==> src/rtl/gpio_bus_arbiter.sv <==
// gpio_bus_arbiter: round-robin two-master Wishbone-classic arbiter for the
// 8-bit GPIO register port. Each granted transfer is bounded by TIMEOUT
// cycles, and s_cyc is held low for at least one cycle between transfers.
module gpio_bus_arbiter #(
  parameter int AW      = 2,
  parameter int DW      = 8,
  parameter int TIMEOUT = 15
) (
  input  logic          clk,
  input  logic          rst,
  input  logic [AW-1:0] m0_addr,
  input  logic [DW-1:0] m0_dat,
  input  logic          m0_we,
  input  logic          m0_cyc,
  output logic [DW-1:0] m0_rdt,
  output logic          m0_ack,
  output logic          m0_err,
  input  logic [AW-1:0] m1_addr,
  input  logic [DW-1:0] m1_dat,
  input  logic          m1_we,
  input  logic          m1_cyc,
  output logic [DW-1:0] m1_rdt,
  output logic          m1_ack,
  output logic          m1_err,
  output logic [AW-1:0] s_addr,
  output logic [DW-1:0] s_dat,
  output logic          s_we,
  output logic          s_cyc,
  input  logic [DW-1:0] s_rdt,
  input  logic          s_ack,
  output logic [1:0]    grant,
  output logic          busy
);

  localparam int TW = $clog2(TIMEOUT + 1);

  localparam logic [1:0] IDLE    = 2'd0;
  localparam logic [1:0] BUS0    = 2'd1;
  localparam logic [1:0] BUS1    = 2'd2;
  localparam logic [1:0] RELEASE = 2'd3;

  logic [1:0]    state, state_nxt;
  logic          last, last_nxt;
  logic [TW-1:0] tcnt, tcnt_nxt;
  logic [1:0]    arb_state;
  logic          own_cyc;
  logic          tmo;

  assign own_cyc = (state == BUS0) ? m0_cyc : m1_cyc;
  assign tmo     = (tcnt == TW'(TIMEOUT - 1));

  // Round-robin pick: on contention the master not served last wins.
  always_comb begin
    arb_state = IDLE;
    if (m0_cyc && m1_cyc) arb_state = last ? BUS0 : BUS1;
    else if (m0_cyc)      arb_state = BUS0;
    else if (m1_cyc)      arb_state = BUS1;
  end

  // Next-state, last-owner and timeout-counter logic.
  always_comb begin
    state_nxt = state;
    last_nxt  = last;
    tcnt_nxt  = tcnt;
    case (state)
      IDLE, RELEASE: begin
        state_nxt = arb_state;
        if (arb_state == BUS0) begin
          last_nxt = 1'b0;
          tcnt_nxt = '0;
        end else if (arb_state == BUS1) begin
          last_nxt = 1'b1;
          tcnt_nxt = '0;
        end
      end
      BUS0, BUS1: begin
        if (s_ack)        state_nxt = RELEASE;
        else if (!own_cyc) state_nxt = IDLE;
        else if (tmo)     state_nxt = RELEASE;
        else              tcnt_nxt  = tcnt + TW'(1);
      end
      default: state_nxt = IDLE;
    endcase
  end

  // State registers with synchronous reset; last=1 so m0 wins the first tie.
  always_ff @(posedge clk) begin
    if (rst) begin
      state <= IDLE;
      last  <= 1'b1;
      tcnt  <= '0;
    end else begin
      state <= state_nxt;
      last  <= last_nxt;
      tcnt  <= tcnt_nxt;
    end
  end

  // Bus steering: outputs decode from state; ungranted master sees all zeros.
  always_comb begin
    s_addr = '0;
    s_dat  = '0;
    s_we   = 1'b0;
    s_cyc  = 1'b0;
    m0_rdt = '0;
    m0_ack = 1'b0;
    m0_err = 1'b0;
    m1_rdt = '0;
    m1_ack = 1'b0;
    m1_err = 1'b0;
    grant  = 2'b00;
    busy   = 1'b0;
    case (state)
      BUS0: begin
        s_cyc  = m0_cyc;
        s_addr = m0_addr;
        s_dat  = m0_dat;
        s_we   = m0_we;
        m0_ack = s_ack;
        m0_rdt = s_rdt;
        m0_err = !s_ack && m0_cyc && tmo;
        grant  = 2'b01;
        busy   = 1'b1;
      end
      BUS1: begin
        s_cyc  = m1_cyc;
        s_addr = m1_addr;
        s_dat  = m1_dat;
        s_we   = m1_we;
        m1_ack = s_ack;
        m1_rdt = s_rdt;
        m1_err = !s_ack && m1_cyc && tmo;
        grant  = 2'b10;
        busy   = 1'b1;
      end
      default: ;
    endcase
  end

endmodule

==> config.mk <==
export PLATFORM = sky130hd
export DESIGN_NAME = gpio_bus_arbiter
export DESIGN_NICKNAME = d
export VERILOG_FILES = /design/src/rtl/gpio_bus_arbiter.sv
export SDC_FILE = /design/constraint.sdc
export NUM_CORES = 1
export LEC_CHECK = 0
export BUFFER_PORTS_ARGS = -buffer_cell sky130_fd_sc_hd__buf_2
export CAP_MARGIN = 10
export CELL_PAD_IN_SITES_DETAIL_PLACEMENT = 0
export CELL_PAD_IN_SITES_GLOBAL_PLACEMENT = 1
export CORE_ASPECT_RATIO = 0.9
export CORE_MARGIN = 8
export CORE_UTILIZATION = 25
export DETAILED_ROUTE_END_ITERATION = 8
export MAX_ROUTING_LAYER = met4
export PLACE_DENSITY = 0.91
export SLEW_MARGIN = 20
export SYNTH_ARGS = -nofsm -noshare
export SYNTH_HDL_FRONTEND = slang
export SYNTH_SLANG_ARGS = --single-unit
export TNS_END_PERCENT = 100
==> constraint.sdc <==
create_clock -name clk -period 5.8 [get_ports clk]
set_input_delay 0.58 -clock clk [delete_from_list [all_inputs] [get_ports clk]]
set_output_delay 0.58 -clock clk [all_outputs]
set_load 0.005 [all_outputs]
==> impl_results.md <==
- Outcome: finished clean
- CTS tree: done
- Hold Slack: roughly 520 ps
- First-pass GRT wire length: approximately 4.4 mm
- Syn-to-layout area delta: 49.3%
- Fin. max-slew vios: 0
- Leading cell types by count after synthesis: and2_1, nor2_1, a22oi_1
- Global route hottest layer: met2
- Syn Nets: between 150 and 200
- Final Non-Filler Cells: roughly 220
- Worst-Margin Slew: about 850 ps
- RePlAce Congestion: about 0.78
- Post-Route WL: between 2 and 3 mm
- Die H: between 60 and 70 um
- Crit path DAT: between 1500 and 2000 ps
- Critical R2R Launch: state[1]
- Flops & latches, synth: 7
- Clock buffer depth: 2
- Num Clock Sinks: 7
- Met1 GRT Util: a little over an eighth
- H-tree Lvls: 1
- Startpoint Class: flip-flop
- Post-synth ARST share: 0%
- DP HPWL: approximately 2.3 mm
- Slew HR: between 40 and 50%
- Max Clk Rate: roughly 400 MHz
- Iter 0 DRT Violations: 48
- WP data required: roughly 5200 ps
- Post-synth top area share: 18.2%
- Reg clk slew, reported paths: roughly 50 ps
- Hold wc startpoint: tcnt[3]
- Synth unique cells: 29
- Synth Instances: 111
- # diodes: 0
- Placed instance area: 1130 um2
- DRT antenna net count: 0
- Final setup violation count: 0
- Nets: 217
- Share of cells above drive strength 1: roughly 42%
- Avg WL per Cell: about 13 um
- Mean Syn Cell Area: between 6 and 7 um2
- Hold Vio Cnt, Final: 0
- Skew final: 4.04 ps
- PwrDens: between 200 and 250 nW/um2
- Initial antenna violation count: 0
- Post-CTS resize count: 0
- GR Overflow Total: 0
- Post-synth top flop: dfxtp_1
- DP Cell Count: 213
- Global Route Usage Sum: between 10% and 20%
- Number of enable flip-flop cells after synthesis: 0
- Synth warn: 0
- Crit Path Max Fanout: 28
- Synth top area cells: dfxtp_1, and2_1, a22oi_1
- Row count: 19
- Setup Crit Path Kind: flip-flop to primary output
- Port Buffers: 69
- Crit path launch: state[1]
- Most common cell in the netlist: and2_1
- Vias per cell: between 4 and 5
- CTS Hold Bufs: 0
- Total vias in the final route: around 1k
- Clk_lat worst skew: approximately 260 ps
- Clock root buffer: clkbuf_4
- Core Region: ~3000 um2
- Max VDD drop: approximately 120 uV
- I/O pins: 70
- Global-route met3 utilization: 3.03%
- Finished layout cell area: 1150 um2
- Die ar.: slightly above 5000 um2
- Total iterations of the first detailed-routing run: 4
- RSZ-0062 raised after global routing: false
- Leakage power: 0.613 nW
- Die width: between 70 and 80 um
- Cts bufs inserted: 3
- Period utilization: between 40% and 50%
- Synth area leader: dfxtp_1
- Initial Util: around 26%
- Met2 GRT Util: between 10% and 20%
- Largest net degree at the start of global routing: 29
- Mapped Area: between 700 and 800 um2
- Max-Cap Viols: 0
- Postcts setup bufs: 0
- Seq/Total Area, Yosys: roughly 18%
- Final min period: ~2500 ps
- Min-Delay Path Class: flip-flop to flip-flop
- DRC: 0
- CP endpoint kind: primary output
- Vias in the first global route: approximately 830
- Final setup TNS: 0 ps
-- final timing paths --
kind         cells past startpoint  slack (ps)  endpoint
max                              5        3350    m0_err
min                              2         520   tcnt[3]
max reg2reg                      6        3470   tcnt[3]
min reg2reg                      2         520   tcnt[3]
-- worst max-delay path, stage by stage, from the launching register on --
cell and delay, ps:
dfxtp_1 330, inv_1 80, ha_1 710, nand2_1 150
nor3_1 190, buf_2 140
-- metal layers --
layer / routed length (um) / vias up
met3: 133 / 2
li1: - / 521
met1: 1200 / 453
met2: 1520 / 31
met4: 19 / 0
met5: 0 / -
-- report_power, final --
part           internal, W  switching (W)  total [W]
combinational    0.0000712      0.0000917   0.000163
sequential       0.0000539     0.00000521  0.0000591
clock            0.0000263      0.0000191  0.0000454
total             0.000151       0.000116   0.000267
-- area by class of cell --
type	instances	area [um2]
multi-input combinational	90	569
sequential	7	140
fill	359	1840
tap	42	52.6
timing repair buffer	69	345
clock buffer	4	26.3
inverter	5	18.8
-- kinds of logic after synthesis --
kind of cell    synth area share (%)
compound gates                  26.7
buf+inv                         8.10
mux                             1.30
fa+ha+maj                       9.72
simple gates                    36.0
flops                           18.2
-- sequential cells by signal, summed over array words and instances, names as in the netlist --
signal / count
state: 2
tcnt: 4
last: 1
-- cells in the final DEF, fill, tap and decap left out --
cell | Yosys | routed
o21bai_1 | 1 | 1
a21oi_1 | 9 | 9
inv_1 | 5 | 5
dfxtp_1 | 7 | 7
and2_1 | 18 | 18
nor4_1 | 1 | 1
a22oi_1 | 11 | 11
clkbuf_1 | 5 | 1
nor4b_1 | 1 | 1
o21ai_0 | 3 | 3
nand3b_1 | 1 | 1
buf_2 | 2 | 69
nor3_1 | 4 | 4
nand2b_1 | 1 | 1
nand2_1 | 4 | 4
o221a_2 | 1 | 1
clkbuf_4 | 0 | 3
o21ba_2 | 1 | 1
o221ai_1 | 1 | 1
a31oi_1 | 3 | 3
nor2_1 | 14 | 14
or4_1 | 2 | 2
o31ai_1 | 1 | 1
and3_1 | 2 | 2
nand3_1 | 3 | 3
mux2i_1 | 1 | 1
ha_1 | 6 | 6
or3_1 | 1 | 1
-- stage by stage --
stage	total power, W	utilization (%)	setup slack (ps)
3_3_place_gp	0.000225	37.6	3500
5_1_grt	0.000294	38.5	3060
4_1_cts	0.000272	38.5	3330
6_report	0.000267	38.5	3350
2_1_floorplan	0.000166	-	3670
3_5_place_dp	0.000225	37.6	3500
No activity file was read; power rests on OpenSTA's default activity.
